--- src/rtl/cpu_mc_pkg.sv ---
// cpu_mc_pkg: opcodes, FSM states and instruction field helpers for cpu_multicycle.
package cpu_mc_pkg;

    typedef enum logic [3:0] {
        OP_ADD  = 4'h0,
        OP_SUB  = 4'h1,
        OP_AND  = 4'h2,
        OP_OR   = 4'h3,
        OP_ADDI = 4'h4,
        OP_SUBI = 4'h5,
        OP_BEQ  = 4'h6,
        OP_MUL  = 4'h7,
        OP_HALT = 4'hF
    } opcode_e;

    typedef enum logic [2:0] {S_FETCH, S_DECODE, S_EXEC, S_WB, S_HALT} state_e;

    // Word layout from the top: opcode, WA, RA1, RA2, imm.
    function automatic logic [3:0] op_of(input logic [63:0] ir, input int iw);
        return 4'(ir >> (iw - 4));
    endfunction

    function automatic logic [31:0] wa_of(input logic [63:0] ir, input int rw, input int dw);
        return 32'(ir >> (dw + 2 * rw));
    endfunction

    function automatic logic [31:0] ra1_of(input logic [63:0] ir, input int rw, input int dw);
        return 32'(ir >> (dw + rw));
    endfunction

    function automatic logic [31:0] ra2_of(input logic [63:0] ir, input int dw);
        return 32'(ir >> dw);
    endfunction

endpackage

--- src/rtl/cpu_mc_regfile.sv ---
// cpu_mc_regfile: 2**ADDR_W x DATA_W registers, two async reads, one sync write, sync clear.
module cpu_mc_regfile #(
    parameter int DATA_W = 8,
    parameter int ADDR_W = 4
) (
    input  logic              clk,
    input  logic              rst,
    input  logic              we,
    input  logic [ADDR_W-1:0] wa,
    input  logic [ADDR_W-1:0] ra1,
    input  logic [ADDR_W-1:0] ra2,
    input  logic [DATA_W-1:0] wd,
    output logic [DATA_W-1:0] rd1,
    output logic [DATA_W-1:0] rd2
);
    logic [DATA_W-1:0] r [2**ADDR_W];

    assign rd1 = r[ra1];
    assign rd2 = r[ra2];

    always_ff @(posedge clk) begin
        if (rst) begin
            for (int i = 0; i < 2**ADDR_W; i++) r[i] <= '0;
        end else if (we) begin
            r[wa] <= wd;
        end
    end
endmodule

--- src/rtl/cpu_multicycle.sv ---
// cpu_multicycle: 4-state multi-cycle core with req/ack instruction fetch.
// Define CPU_MUL_EN to make opcode 7 a multiply; otherwise it is a NOP.
module cpu_multicycle
    import cpu_mc_pkg::*;
#(
    parameter int DATA_W     = 8,
    parameter int REG_ADDR_W = 4,
    parameter int PC_W       = 8,
    localparam int INSTR_W   = 4 + 3 * REG_ADDR_W + DATA_W
) (
    input  logic               CLK,
    input  logic               reset,
    output logic               imem_req,
    output logic [PC_W-1:0]    imem_addr,
    input  logic               imem_ack,
    input  logic [INSTR_W-1:0] imem_rdata,
    output logic [DATA_W-1:0]  ALUResult,
    output logic [DATA_W-1:0]  cpu_out,
    output logic               retire,
    output logic               halted
);
    state_e                state;
    opcode_e               op;
    logic [PC_W-1:0]       pc;
    logic [INSTR_W-1:0]    ir;
    logic [DATA_W-1:0]     a, b, rd1, rd2, alu, imm;
    logic [REG_ADDR_W-1:0] wa, ra1, ra2;
    logic                  zero, we, writes;

    assign op        = opcode_e'(op_of(64'(ir), INSTR_W));
    assign wa        = REG_ADDR_W'(wa_of(64'(ir), REG_ADDR_W, DATA_W));
    assign ra1       = REG_ADDR_W'(ra1_of(64'(ir), REG_ADDR_W, DATA_W));
    assign ra2       = REG_ADDR_W'(ra2_of(64'(ir), DATA_W));
    assign imm       = DATA_W'(ir);
    assign imem_addr = pc;
    assign we        = state == S_WB && writes;

`ifdef CPU_MUL_EN
    assign writes = op inside {OP_ADD, OP_SUB, OP_AND, OP_OR, OP_ADDI, OP_SUBI, OP_MUL};
`else
    assign writes = op inside {OP_ADD, OP_SUB, OP_AND, OP_OR, OP_ADDI, OP_SUBI};
`endif

    always_comb begin
        alu = '0;
        case (op)
            OP_ADD:         alu = a + b;
            OP_SUB, OP_BEQ: alu = a - b;
            OP_AND:         alu = a & b;
            OP_OR:          alu = a | b;
            OP_ADDI:        alu = a + imm;
            OP_SUBI:        alu = a - imm;
`ifdef CPU_MUL_EN
            OP_MUL:         alu = a * b;
`endif
            default:        alu = '0;
        endcase
    end

    cpu_mc_regfile #(.DATA_W(DATA_W), .ADDR_W(REG_ADDR_W)) u_rf (
        .clk(CLK), .rst(reset), .we(we), .wa(wa), .ra1(ra1), .ra2(ra2),
        .wd(ALUResult), .rd1(rd1), .rd2(rd2)
    );

    // The first fetch after reset spends one cycle raising imem_req; later fetches
    // have it raised on the way out of S_WB so back-to-back acks give 4 cycles/instr.
    always_ff @(posedge CLK) begin
        if (reset) begin
            state     <= S_FETCH;
            pc        <= '0;
            ir        <= '0;
            a         <= '0;
            b         <= '0;
            zero      <= 1'b0;
            ALUResult <= '0;
            cpu_out   <= '0;
            imem_req  <= 1'b0;
            retire    <= 1'b0;
            halted    <= 1'b0;
        end else begin
            retire <= 1'b0;
            case (state)
                S_FETCH: begin
                    if (!imem_req) begin
                        imem_req <= 1'b1;
                    end else if (imem_ack) begin
                        ir       <= imem_rdata;
                        imem_req <= 1'b0;
                        state    <= S_DECODE;
                    end
                end
                S_DECODE: begin
                    a     <= rd1;
                    b     <= rd2;
                    state <= S_EXEC;
                end
                S_EXEC: begin
                    ALUResult <= alu;
                    zero      <= alu == '0;
                    retire    <= 1'b1;
                    state     <= S_WB;
                end
                S_WB: begin
                    if (writes) cpu_out <= ALUResult;
                    if (op == OP_HALT) begin
                        halted <= 1'b1;
                        state  <= S_HALT;
                    end else begin
                        pc       <= (op == OP_BEQ && zero) ? pc + PC_W'($signed(imm)) : pc + PC_W'(1);
                        imem_req <= 1'b1;
                        state    <= S_FETCH;
                    end
                end
                default: ;
            endcase
        end
    end
endmodule

--- config.mk ---
export PLATFORM = sky130hd
export DESIGN_NAME = cpu_multicycle
export DESIGN_NICKNAME = d
export VERILOG_FILES = /design/src/rtl/cpu_mc_pkg.sv /design/src/rtl/cpu_mc_regfile.sv /design/src/rtl/cpu_multicycle.sv
export SDC_FILE = /design/constraint.sdc
export NUM_CORES = 1
export LEC_CHECK = 0
export ABC_AREA = 0
export CORE_MARGIN = 2
export CORE_UTILIZATION = 30
export CTS_CLUSTER_DIAMETER = 80
export DETAILED_ROUTE_END_ITERATION = 10
export RECOVER_POWER = 50
export SLEW_MARGIN = 20
export SYNTH_ARGS = -nofsm -noshare
export SYNTH_HDL_FRONTEND = slang
export SYNTH_SLANG_ARGS = --single-unit
export TNS_END_PERCENT = 5
--- constraint.sdc ---
create_clock -name CLK -period 2.85 [get_ports CLK]
set_input_delay 0.57 -clock CLK [delete_from_list [all_inputs] [get_ports CLK]]
set_output_delay 0.57 -clock CLK [all_outputs]
set_load 0.01 [all_outputs]
==> flow_metrics.py <==
metrics = {
    "logic_synthesis": {
        "syn_nets": 941,
        "synth_top_area_share": 0.362,
        "synth_commonest_cells": "and2_1 (133), edfxtp_1 (128), nand2_1 (99)",
        "synth_most_common_cell": "and2_1",
        "synthArstFlopShare": 0,
        "syn_area_sq_um": 10600,
        "synth_edf_count": 128,
        "seq_area_frac_synth": 0.495,
        "syn_avg_cell_area_sq_um": 11.9,
        "ys_ff_latch": 199,
        "syn_inst": 896,
        "ys_types": 61,
        "yosys_warnings": 0,
        "yosys-top-cells-area": "edfxtp_1 (36%), mux4_2 (17%), dfxtp_1 (13%)",
        "post-synth-top-area-cell": "edfxtp_1",
        "synth-main-ff-cell": "edfxtp_1",
    },
    "status": {
        "outcome": "finished, violations left",
        "violations": "negative setup slack",
    },
    "setup_path": {
        "cp-start-kind": "flip-flop",
        "cp_data_arrival_time_ns": 3.19,
        "r2r_slack_ns": -0.006,
        "reg2reg_depth": 13,
        "worstSetupPathType": "flip-flop to flip-flop",
        "r2r-start": "ir[0]$_SDFFE_PP0P_",
        "cp-end-kind": "flip-flop",
        "critical_path.max_fanout": 4,
        "crit_required_ns": 3.18,
        "reg2reg_to": "ALUResult[5]$_SDFFE_PP0P_",
    },
    "layout": {
        "drive_above_1_share": 0.246,
        "num_antenna_cells": 0,
        "num-fill-cells": 3398,
        "final_util": 0.373,
        "fin_nets": 1039,
        "area_growth_pct": 21.9,
    },
    "power_and_ir_drop": {
        "p_total_mw": 7.06,
        "ir_drop_v": 0.000390,
        "leakagePower_nw": 4.60,
        "powerDensity_nw_per_um2": 545,
    },
    "hold_path": {
        "hold_path_startpoint": "ir[22]$_SDFFE_PP0P_",
        "hold_class": "flip-flop to flip-flop",
        "hold_path_end": "ir[22]$_SDFFE_PP0P_",
        "min_delay_path_depth": 2,
    },
    "sta": {
        "slew_viol_final": 0,
        "max_slew_margin": 0.329,
        "hold_ws_ns": 0.491,
        "max_freq_mhz": 350,
        "final-setup-viol-count": 1,
        "rsz0062_at_grt": "true",
        "hold_viol": 0,
        "tightest_slew_ns": 1.01,
        "period_minus_slack_ns": 2.86,
        "setup_tns_ns": -0.00600,
        "skew_ns": 0.0188,
        "finalCritPeriodShare": 1.00,
        "fin_ws_ns": -0.00600,
    },
    "cts": {
        "clk_latency_ns": 0.45,
        "cts_sinks": 199,
        "cts_hold_buf": 0,
        "path_clk_slew_ns": 0.08,
        "numCtsBuffers": 17,
        "cts_max_path_buffers": 2,
        "root_buffer": "clkbuf_16",
        "htree_levels": 4,
        "cts_tree": "yes",
    },
    "drt": {
        "avgRoutedWirePerCell_microns": 20.8,
        "initialDrtViolationCount": 655,
        "ant_nets": 0,
        "first_pass_iters": 5,
        "totalWireLength_microns": 30400,
        "vias": 7510,
        "vias_per_cell": 5.14,
        "drc": 0,
    },
    "placement": {
        "place_ws_ns": -0.131,
        "gp_congestion": 0.869,
        "hpwlAfterDp_microns": 21900,
        "port_buffers": 53,
    },
    "grt": {
        "overflow": 0,
        "grt_usage": 0.168,
        "antenna_found_initial": 0,
        "grt_pass1_vias": 7239,
        "grt_max_degree": 73,
        "grt_pass1_wl_microns": 45300,
    },
    "floorplan": {
        "ios": 54,
        "start_util": 0.306,
        "core-area_sq_um": 34700,
        "fp.dieH_microns": 192,
        "dieArea_sq_um": 37000,
        "fp.dieW_microns": 192,
        "num_rows": 68,
    },
    "flow_run": {
        "cap_violations": 0,
    },
}
[where the power goes]
part	leakage [nW]	total [mW]	internal, mW	switching [mW]
sequential	1.90	3.29	3.17	0.121
combinational	2.40	1.29	0.618	0.670
clock	0.296	2.48	1.27	1.22
total	4.60	7.06	5.05	2.01
[cell families (layout without fill, tap and decap cells)]
| family | count (synthesis) | in the layout | synth area share |
|---|---|---|---|
| simple gates | 363 | 363 | 0.180 |
| flops | 199 | 199 | 0.495 |
| compound gates | 134 | 134 | 0.0772 |
| mux | 91 | 91 | 0.180 |
| buf+inv | 71 | 182 | 0.0270 |
| fa+ha+maj | 23 | 23 | 0.0273 |
| xor+xnor | 15 | 15 | 0.0138 |
[layout by cell type, fill, tap and decap left out, types with 13 or more instances in the layout]
cell type and count:
a21oi_1 60, mux4_2 80, dfxtp_1 63, nand2b_1 13, o21ai_0 21, ha_1 15
nor2_1 67, edfxtp_1 128, clkbuf_16 17, nand2_1 98, and2_1 133, buf_4 76
clkdlybuf4s50_1 51
[through the flow]
step                      instances  instance area (sq um)
after floorplan                 896                  10600
after global placement         1428                  12200
after detailed placement       1428                  12200
after CTS                      1460                  12800
after global routing           1462                  13000
final                          1462                  13000
[state kept, by name (all words and copies together) (netlist names), 3 cells and up]
signal and count:
ALUResult 8, a 8, b 8, cpu_out 8, imem_addr 8, ir 24, state 3, u_rf.r 128
[final cells by class]
cell class	instances	area, sq um	share of cell area
well taps	455	569	0.0439
flip-flops and latches	199	5290	0.408
clock buffers	18	429	0.0331
clock inverters	14	176	0.0136
repair buffers	137	1200	0.0924
multi-input cells	626	5250	0.405
inverters	13	48.8	0.00377
[routing by layer]
layer / GRT usage / part of all wire
met1: 0.231 / 0.45
met2: 0.277 / 0.49
met3: 0.0216 / 0.047
met4: 0.0482 / 0.019
met5: 0 / 0
[critical path, cell delays in order (launching register included)]
cell	delay, ns
dfxtp_4	0.37
inv_2	0.05
ha_4	0.22
nor3b_2	0.15
a311o_1	0.36
inv_1	0.07
ha_1	0.21
nand2b_1	0.11
a21oi_2	0.09
o21a_1	0.21
or3_4	0.37
a32oi_2	0.25
a211oi_2	0.10
buf_4	0.18
[worst max path at each step]
stage                              startpoint                         to  cells past startpoint
after global routing      ir[22]$_SDFFE_PP0P_          zero$_SDFFE_PP0P_                     13
after global placement    ir[21]$_SDFFE_PP0P_          zero$_SDFFE_PP0P_                     14
after floorplan           ir[20]$_SDFFE_PP0P_  ALUResult[7]$_SDFFE_PP0P_                     16
after detailed placement  ir[21]$_SDFFE_PP0P_  ALUResult[7]$_SDFFE_PP0P_                     13
after CTS                  ir[0]$_SDFFE_PP0P_          zero$_SDFFE_PP0P_                     14
final                      ir[0]$_SDFFE_PP0P_  ALUResult[5]$_SDFFE_PP0P_                     13
[repair_timing]
item / in CTS / in global routing
endpoints found under the hold margin: 0 / 0
setup buffers: 0 / 2
endpoints found under the setup margin: 5 / 7
pin swaps: 0 / 15
gates resized for setup: 16 / 38
Note: power is estimated with default switching activity, not from simulation.
